$ cat src/rtl/id_ibuf_pkg.sv
// rtl/id_ibuf_pkg.sv - shared defaults and entry-layout helpers for the IF->ID instruction buffer
package id_ibuf_pkg;

    localparam int IBUF_DEF_DEPTH  = 4;
    localparam int IBUF_DEF_INST_W = 32;
    localparam int IBUF_DEF_PC_W   = 32;

    // Entry layout is {excep, inst, pc}: pc in the low bits, exception tag on top.
    function automatic int ibuf_entry_len(input int inst_w, input int pc_w);
        return inst_w + pc_w + 1;
    endfunction

    function automatic int ibuf_ptr_w(input int depth);
        return (depth > 1) ? $clog2(depth) : 1;
    endfunction

endpackage

$ cat src/rtl/ibuf_mem.sv
// rtl/ibuf_mem.sv - unreset entry array, one synchronous write port and one asynchronous read port
module ibuf_mem #(
    parameter int DEPTH  = 4,
    parameter int WIDTH  = 65,
    parameter int ADDR_W = 2
) (
    input  logic              clk,
    input  logic              i_we,
    input  logic [ADDR_W-1:0] i_waddr,
    input  logic [WIDTH-1:0]  i_wdata,
    input  logic [ADDR_W-1:0] i_raddr,
    output logic [WIDTH-1:0]  o_rdata
);

    logic [WIDTH-1:0] r_mem [DEPTH];

    always_ff @(posedge clk) begin
        if (i_we) begin
            r_mem[i_waddr] <= i_wdata;
        end
    end

    assign o_rdata = r_mem[i_raddr];

endmodule

$ cat src/rtl/id_ibuf.sv
// rtl/id_ibuf.sv - IF->ID instruction queue with flush and fault halt; IBUF_BYPASS_EN enables empty-queue forwarding
module id_ibuf
    import id_ibuf_pkg::*;
#(
    parameter int  DEPTH  = IBUF_DEF_DEPTH,
    parameter int  INST_W = IBUF_DEF_INST_W,
    parameter int  PC_W   = IBUF_DEF_PC_W,
    localparam int CNT_W  = $clog2(DEPTH) + 1
) (
    input  logic              clk,
    input  logic              resetn,
    input  logic              in_valid,
    output logic              in_ready,
    input  logic [INST_W-1:0] in_inst,
    input  logic [PC_W-1:0]   in_pc,
    input  logic              in_excep,
    output logic              out_valid,
    input  logic              out_ready,
    output logic [INST_W-1:0] out_inst,
    output logic [PC_W-1:0]   out_pc,
    output logic              out_excep,
    input  logic              flush,
    output logic [CNT_W-1:0]  count,
    output logic              halted
);

    localparam int ENTRY_W = ibuf_entry_len(INST_W, PC_W);
    localparam int PTR_W   = ibuf_ptr_w(DEPTH);

    logic [PTR_W-1:0]   r_wr_ptr;
    logic [PTR_W-1:0]   r_rd_ptr;
    logic [CNT_W-1:0]   r_count;
    logic               r_halted;

    logic               w_empty;
    logic               w_full;
    logic               w_bypass;
    logic               w_enq;
    logic               w_deq;
    logic               w_wr_inc;
    logic               w_rd_inc;
    logic [ENTRY_W-1:0] w_wr_entry;
    logic [ENTRY_W-1:0] w_rd_entry;
    logic [ENTRY_W-1:0] w_head;

    assign w_empty = (r_count == '0);
    assign w_full  = (r_count == CNT_W'(DEPTH));

`ifdef IBUF_BYPASS_EN
    assign w_bypass = w_empty & ~flush;
`else
    assign w_bypass = 1'b0;
`endif

    // in_ready deliberately ignores out_ready so no comb path exists from ID back to IF.
    assign in_ready  = ~w_full & ~r_halted & ~flush;
    assign out_valid = w_bypass ? (in_valid & ~r_halted) : (~w_empty & ~flush);

    assign w_enq = in_valid & in_ready;
    assign w_deq = out_valid & out_ready;

    // A bypassed entry consumed in the same cycle never touches storage or pointers.
    assign w_wr_inc = w_enq & ~(w_bypass & w_deq);
    assign w_rd_inc = w_deq & ~w_bypass;

    assign w_wr_entry = {in_excep, in_inst, in_pc};
    assign w_head     = w_bypass ? w_wr_entry : w_rd_entry;

    ibuf_mem #(
        .DEPTH  (DEPTH),
        .WIDTH  (ENTRY_W),
        .ADDR_W (PTR_W)
    ) u_mem (
        .clk     (clk),
        .i_we    (w_wr_inc),
        .i_waddr (r_wr_ptr),
        .i_wdata (w_wr_entry),
        .i_raddr (r_rd_ptr),
        .o_rdata (w_rd_entry)
    );

    always_ff @(posedge clk or negedge resetn) begin
        if (!resetn) begin
            r_wr_ptr <= '0;
            r_rd_ptr <= '0;
            r_count  <= '0;
            r_halted <= 1'b0;
        end else if (flush) begin
            r_wr_ptr <= '0;
            r_rd_ptr <= '0;
            r_count  <= '0;
            r_halted <= 1'b0;
        end else begin
            if (w_wr_inc) begin
                r_wr_ptr <= r_wr_ptr + PTR_W'(1);
            end
            if (w_rd_inc) begin
                r_rd_ptr <= r_rd_ptr + PTR_W'(1);
            end
            if (w_wr_inc && !w_rd_inc) begin
                r_count <= r_count + CNT_W'(1);
            end else if (w_rd_inc && !w_wr_inc) begin
                r_count <= r_count - CNT_W'(1);
            end
            if (w_enq && in_excep) begin
                r_halted <= 1'b1;
            end
        end
    end

    // Head data is zeroed when not valid so unwritten storage never reaches ID.
    assign out_excep = out_valid ? w_head[ENTRY_W-1] : 1'b0;
    assign out_inst  = out_valid ? w_head[PC_W +: INST_W] : '0;
    assign out_pc    = out_valid ? w_head[PC_W-1:0] : '0;
    assign count     = r_count;
    assign halted    = r_halted;

    a_count_bound : assert property (@(posedge clk) disable iff (!resetn) r_count <= CNT_W'(DEPTH));

endmodule

$ cat config.mk
export PLATFORM = sky130hd
export DESIGN_NAME = id_ibuf
export DESIGN_NICKNAME = d
export VERILOG_FILES = /design/src/rtl/id_ibuf_pkg.sv /design/src/rtl/ibuf_mem.sv /design/src/rtl/id_ibuf.sv
export SDC_FILE = /design/constraint.sdc
export NUM_CORES = 1
export LEC_CHECK = 0
export BUFFER_PORTS_ARGS = -buffer_cell sky130_fd_sc_hd__buf_2
export CAP_MARGIN = 5
export CORE_MARGIN = 2
export CORE_UTILIZATION = 60
export CTS_BUF_LIST = sky130_fd_sc_hd__clkbuf_4 sky130_fd_sc_hd__clkbuf_8
export DETAILED_ROUTE_END_ITERATION = 8
export GPL_TIMING_DRIVEN = 1
export PLACE_DENSITY = 0.83
export SETUP_SLACK_MARGIN = 0.3
export SYNTH_ARGS = -nofsm -noshare
export SYNTH_HDL_FRONTEND = slang
export SYNTH_HIERARCHICAL = 1
export SYNTH_SLANG_ARGS = --single-unit
$ cat constraint.sdc
create_clock -name clk -period 17.2 [get_ports clk]
set_input_delay 0 -clock clk [delete_from_list [all_inputs] [get_ports clk]]
set_output_delay 0 -clock clk [all_outputs]
set_load 0.05 [all_outputs]
==> results by group <==
Outcome
  – Status: finished, final reports clean

Critical path
  – CP max FO: 37
  – Critical-path cell list: buf_4 -> mux4_2 -> and2_1 -> buf_2
  – CP max stage delay: 0.83 ns
  – Reg2reg setup slack: 14.62 ns
  – Critical Path Source: r_rd_ptr[0]
  – Required time worst endpoint: 17.20 ns
  – Crit path capture type: output port
  – CP arrival: 3.07 ns
  – Worst path slowest cell: dfrtp_4
  – R2R Path End: u_mem/r_mem[2][3]
  – Worst setup path class: reg2out
  – CP startpoint kind: flip-flop
  – Reg-to-reg critical path startpoint: count[2]
  – Reg2Reg Depth: 4
  – Critical Path End: out_inst[9]

STA
  – Setup TNS: 0 ns
  – Clock skew after layout: 0.0211 ns
  – Worst-Margin Slew: 1.20 ns
  – Final Critical Period: 3.07 ns
  – Period utilization: 0.178
  – Slew Limit Fails: 0
  – Hold Fails Final Rpt: 0
  – Worst setup margin: 14.13 ns
  – Normalized max-slew margin: 0.199
  – Unrepaired setup endpoints after global routing: false
  – Fmax: 326 MHz
  – Fin Hold WS: 0.0775 ns
  – # setup viols final: 0

Global routing
  – First-pass GRT wire length: 30.2 mm
  – Largest net degree at the start of global routing: 67
  – Gr usage total: 0.219
  – Vias in the first global route: 5744
  – Antenna violations before repair: 1
  – GRT Residual Overflow: 0

Clock tree
  – Post-cts resize count: 0
  – Setup bufs post-CTS: 0
  – Clock Tree Buf Depth: 3
  – Num CTS Buffers: 42
  – Clk sinks: 268
  – Clock slew at reported path FFs: 0.06 ns
  – TritonCTS clock tree: yes
  – Root buffer cell: clkbuf_8
  – Hold Buf Count CTS: 69
  – H-tree levels: 2
  – Worst-skew pair later-pin latency: 0.52 ns

Cells and area
  – FF/Latch Area: 0.00802 mm^2
  – Fin area: 0.0127 mm^2
  – Area occupied by multi-input gates: 0.00220 mm^2
  – Layout area overhead: 22.0%
  – Commonest non-fill, non-tap cell in the layout: edfxtp_1
  – Fillers: 995
  – Share of cells above drive strength 1: 0.378
  – Ant diodes: 0
  – Final net count: 773
  – Most frequent cells in the layout: edfxtp_1, buf_2, dlygate4sd3_1

Pwr
  – Tot Pwr: 1780 uW
  – Combinational Power Share: 0.280
  – Clock share of power: 0.269
  – Power Density: 140 mW/mm^2
  – Flop pwr share: 0.451
  – Worst vdd ir: 0.000171 V
  – Net Sw Frac: 0.323
  – Lkg Pwr: 0.00444 uW
  – Internal: 1200 uW
  – Sw power: 573 uW

Detailed routing
  – DR iter-0 viols: 332
  – WL/cell: 20.6 um
  – Remaining antenna violation count after routing: 0
  – First-pass iteration count of the detailed router: 5
  – Routed WL: 19.6 mm
  – Drt via density: 5.61
  – Vias: 5343
  – Post-route DRC violation count: 0

Floorplanning
  – Starting density of the core: 0.607
  – Die Height: 136 um
  – Core outline area: 0.0171 mm^2
  – Die X-Extent: 136 um
  – Row count: 48
  – Die area: 0.0184 mm^2
  – I/O Pins: 141

Place
  – Area after DPL: 0.0112 mm^2
  – Post-DP HPWL: 10.6 mm
  – Final GP Congestion: 0.789
  – Setup WS pre-CTS: 14.57 ns
  – # port buffers: 140

Yosys
  – Synthesized area per cell: 22.1 um^2
  – Post-synthesis cell count: 469
  – YS warnings: 6
  – Sequential area share after synthesis: 0.771
  – Yosys reg bits: 268
  – Unique masters post-synth: 32
  – Mapped cell area: 0.0104 mm^2
  – Synthesized net count: 540

Worst hold path
  – Worst min path class: in2reg
  – WHS Path Cells: 5

Flow run
  – Max-cap viol count: 0
[cell families (layout without fill, tap and decap cells)]
family / Yosys count / in the layout / share of synthesized area
xor+xnor: 7 / 7 / 0.00590
flops: 268 / 268 / 0.771
mux: 65 / 65 / 0.141
compound gates: 10 / 10 / 0.00675
fa+ha+maj: 1 / 1 / 0.00193
buf+inv: 26 / 284 / 0.0199
simple gates: 92 / 92 / 0.0535
[cells in the mapped netlist]
library cell	count	area, um^2
a211oi_1	2	15.0
a21o_1	1	7.51
a21oi_1	2	10.0
a311oi_1	1	8.76
and2_1	65	407
and2_4	1	8.76
and2b_1	1	7.51
and3_1	1	6.26
and3b_1	2	17.5
buf_1	1	3.75
buf_12	5	100
buf_2	7	35.0
buf_4	1	7.51
buf_6	2	22.5
clkbuf_1	7	26.3
dfrtp_1	8	200
edfxtp_1	260	7810
fa_1	1	20.0
inv_1	3	11.3
mux4_2	65	1460
nand2_1	3	11.3
nand2b_1	3	18.8
nand3_1	1	5.00
nor2_1	10	37.5
nor3_1	2	10.0
nor3b_1	2	15.0
o21ai_0	2	10.0
o31a_2	1	10.0
o32ai_1	1	8.76
or3b_4	1	11.3
xnor2_1	5	43.8
xor2_1	2	17.5
[area by class of cell]
type / count / area share
Clock buffer: 55 / 0.0548
Inverter: 3 / 0.000889
Tap cell: 225 / 0.0222
Timing Repair Buffer: 212 / 0.112
Multi-Input combinational cell: 175 / 0.173
Sequential cell: 268 / 0.633
Clock inverter: 14 / 0.00454
[worst min-delay path by stage]
stage	startpoint	to
detailed placement	resetn	count[2]
floorplan	resetn	count[0]
CTS	in_valid	r_wr_ptr[1]
global route	in_valid	r_wr_ptr[1]
finish	in_valid	r_wr_ptr[1]
global placement	resetn	count[0]
[per-layer routing]
| metal | GRT usage | part of all wire | up-vias |
|---|---|---|---|
| met5 | 0 | 0.00066 | - |
| met4 | 0.0648 | 0.015 | 2 |
| met3 | 0.0505 | 0.064 | 29 |
| met2 | 0.370 | 0.52 | 221 |
| met1 | 0.289 | 0.40 | 2729 |
| li1 | - | - | 2362 |
[through the flow]
| stage | utilization | cells |
|---|---|---|
| final | 0.740 | 952 |
| after global routing | 0.740 | 952 |
| after CTS | 0.740 | 952 |
| after detailed placement | 0.656 | 814 |
| after global placement | 0.656 | 814 |
| after floorplan | - | 469 |
[sequential cells by signal, summed over array words and instances, names as in the netlist]
name and count:
count 3, halted 1, r_rd_ptr 2, r_wr_ptr 2, u_mem/r_mem 260
[power groups by stage]
stage	logic, uW	clock network (uW)	registers (uW)
final	496	478	801
after global routing	524	515	808
after CTS	500	491	802
after detailed placement	486	0	815
after global placement	478	0	811
after floorplan	414	0	795
[critical path, delay by kind of cell (launching register included)]
family / cells / cell delay, ns
buffers and inverters: 2 / 0.89
DFF: 1 / 0.83
muxes: 1 / 0.61
and+or+nand+nor: 1 / 0.16
Power figures use the tool's default switching activity.
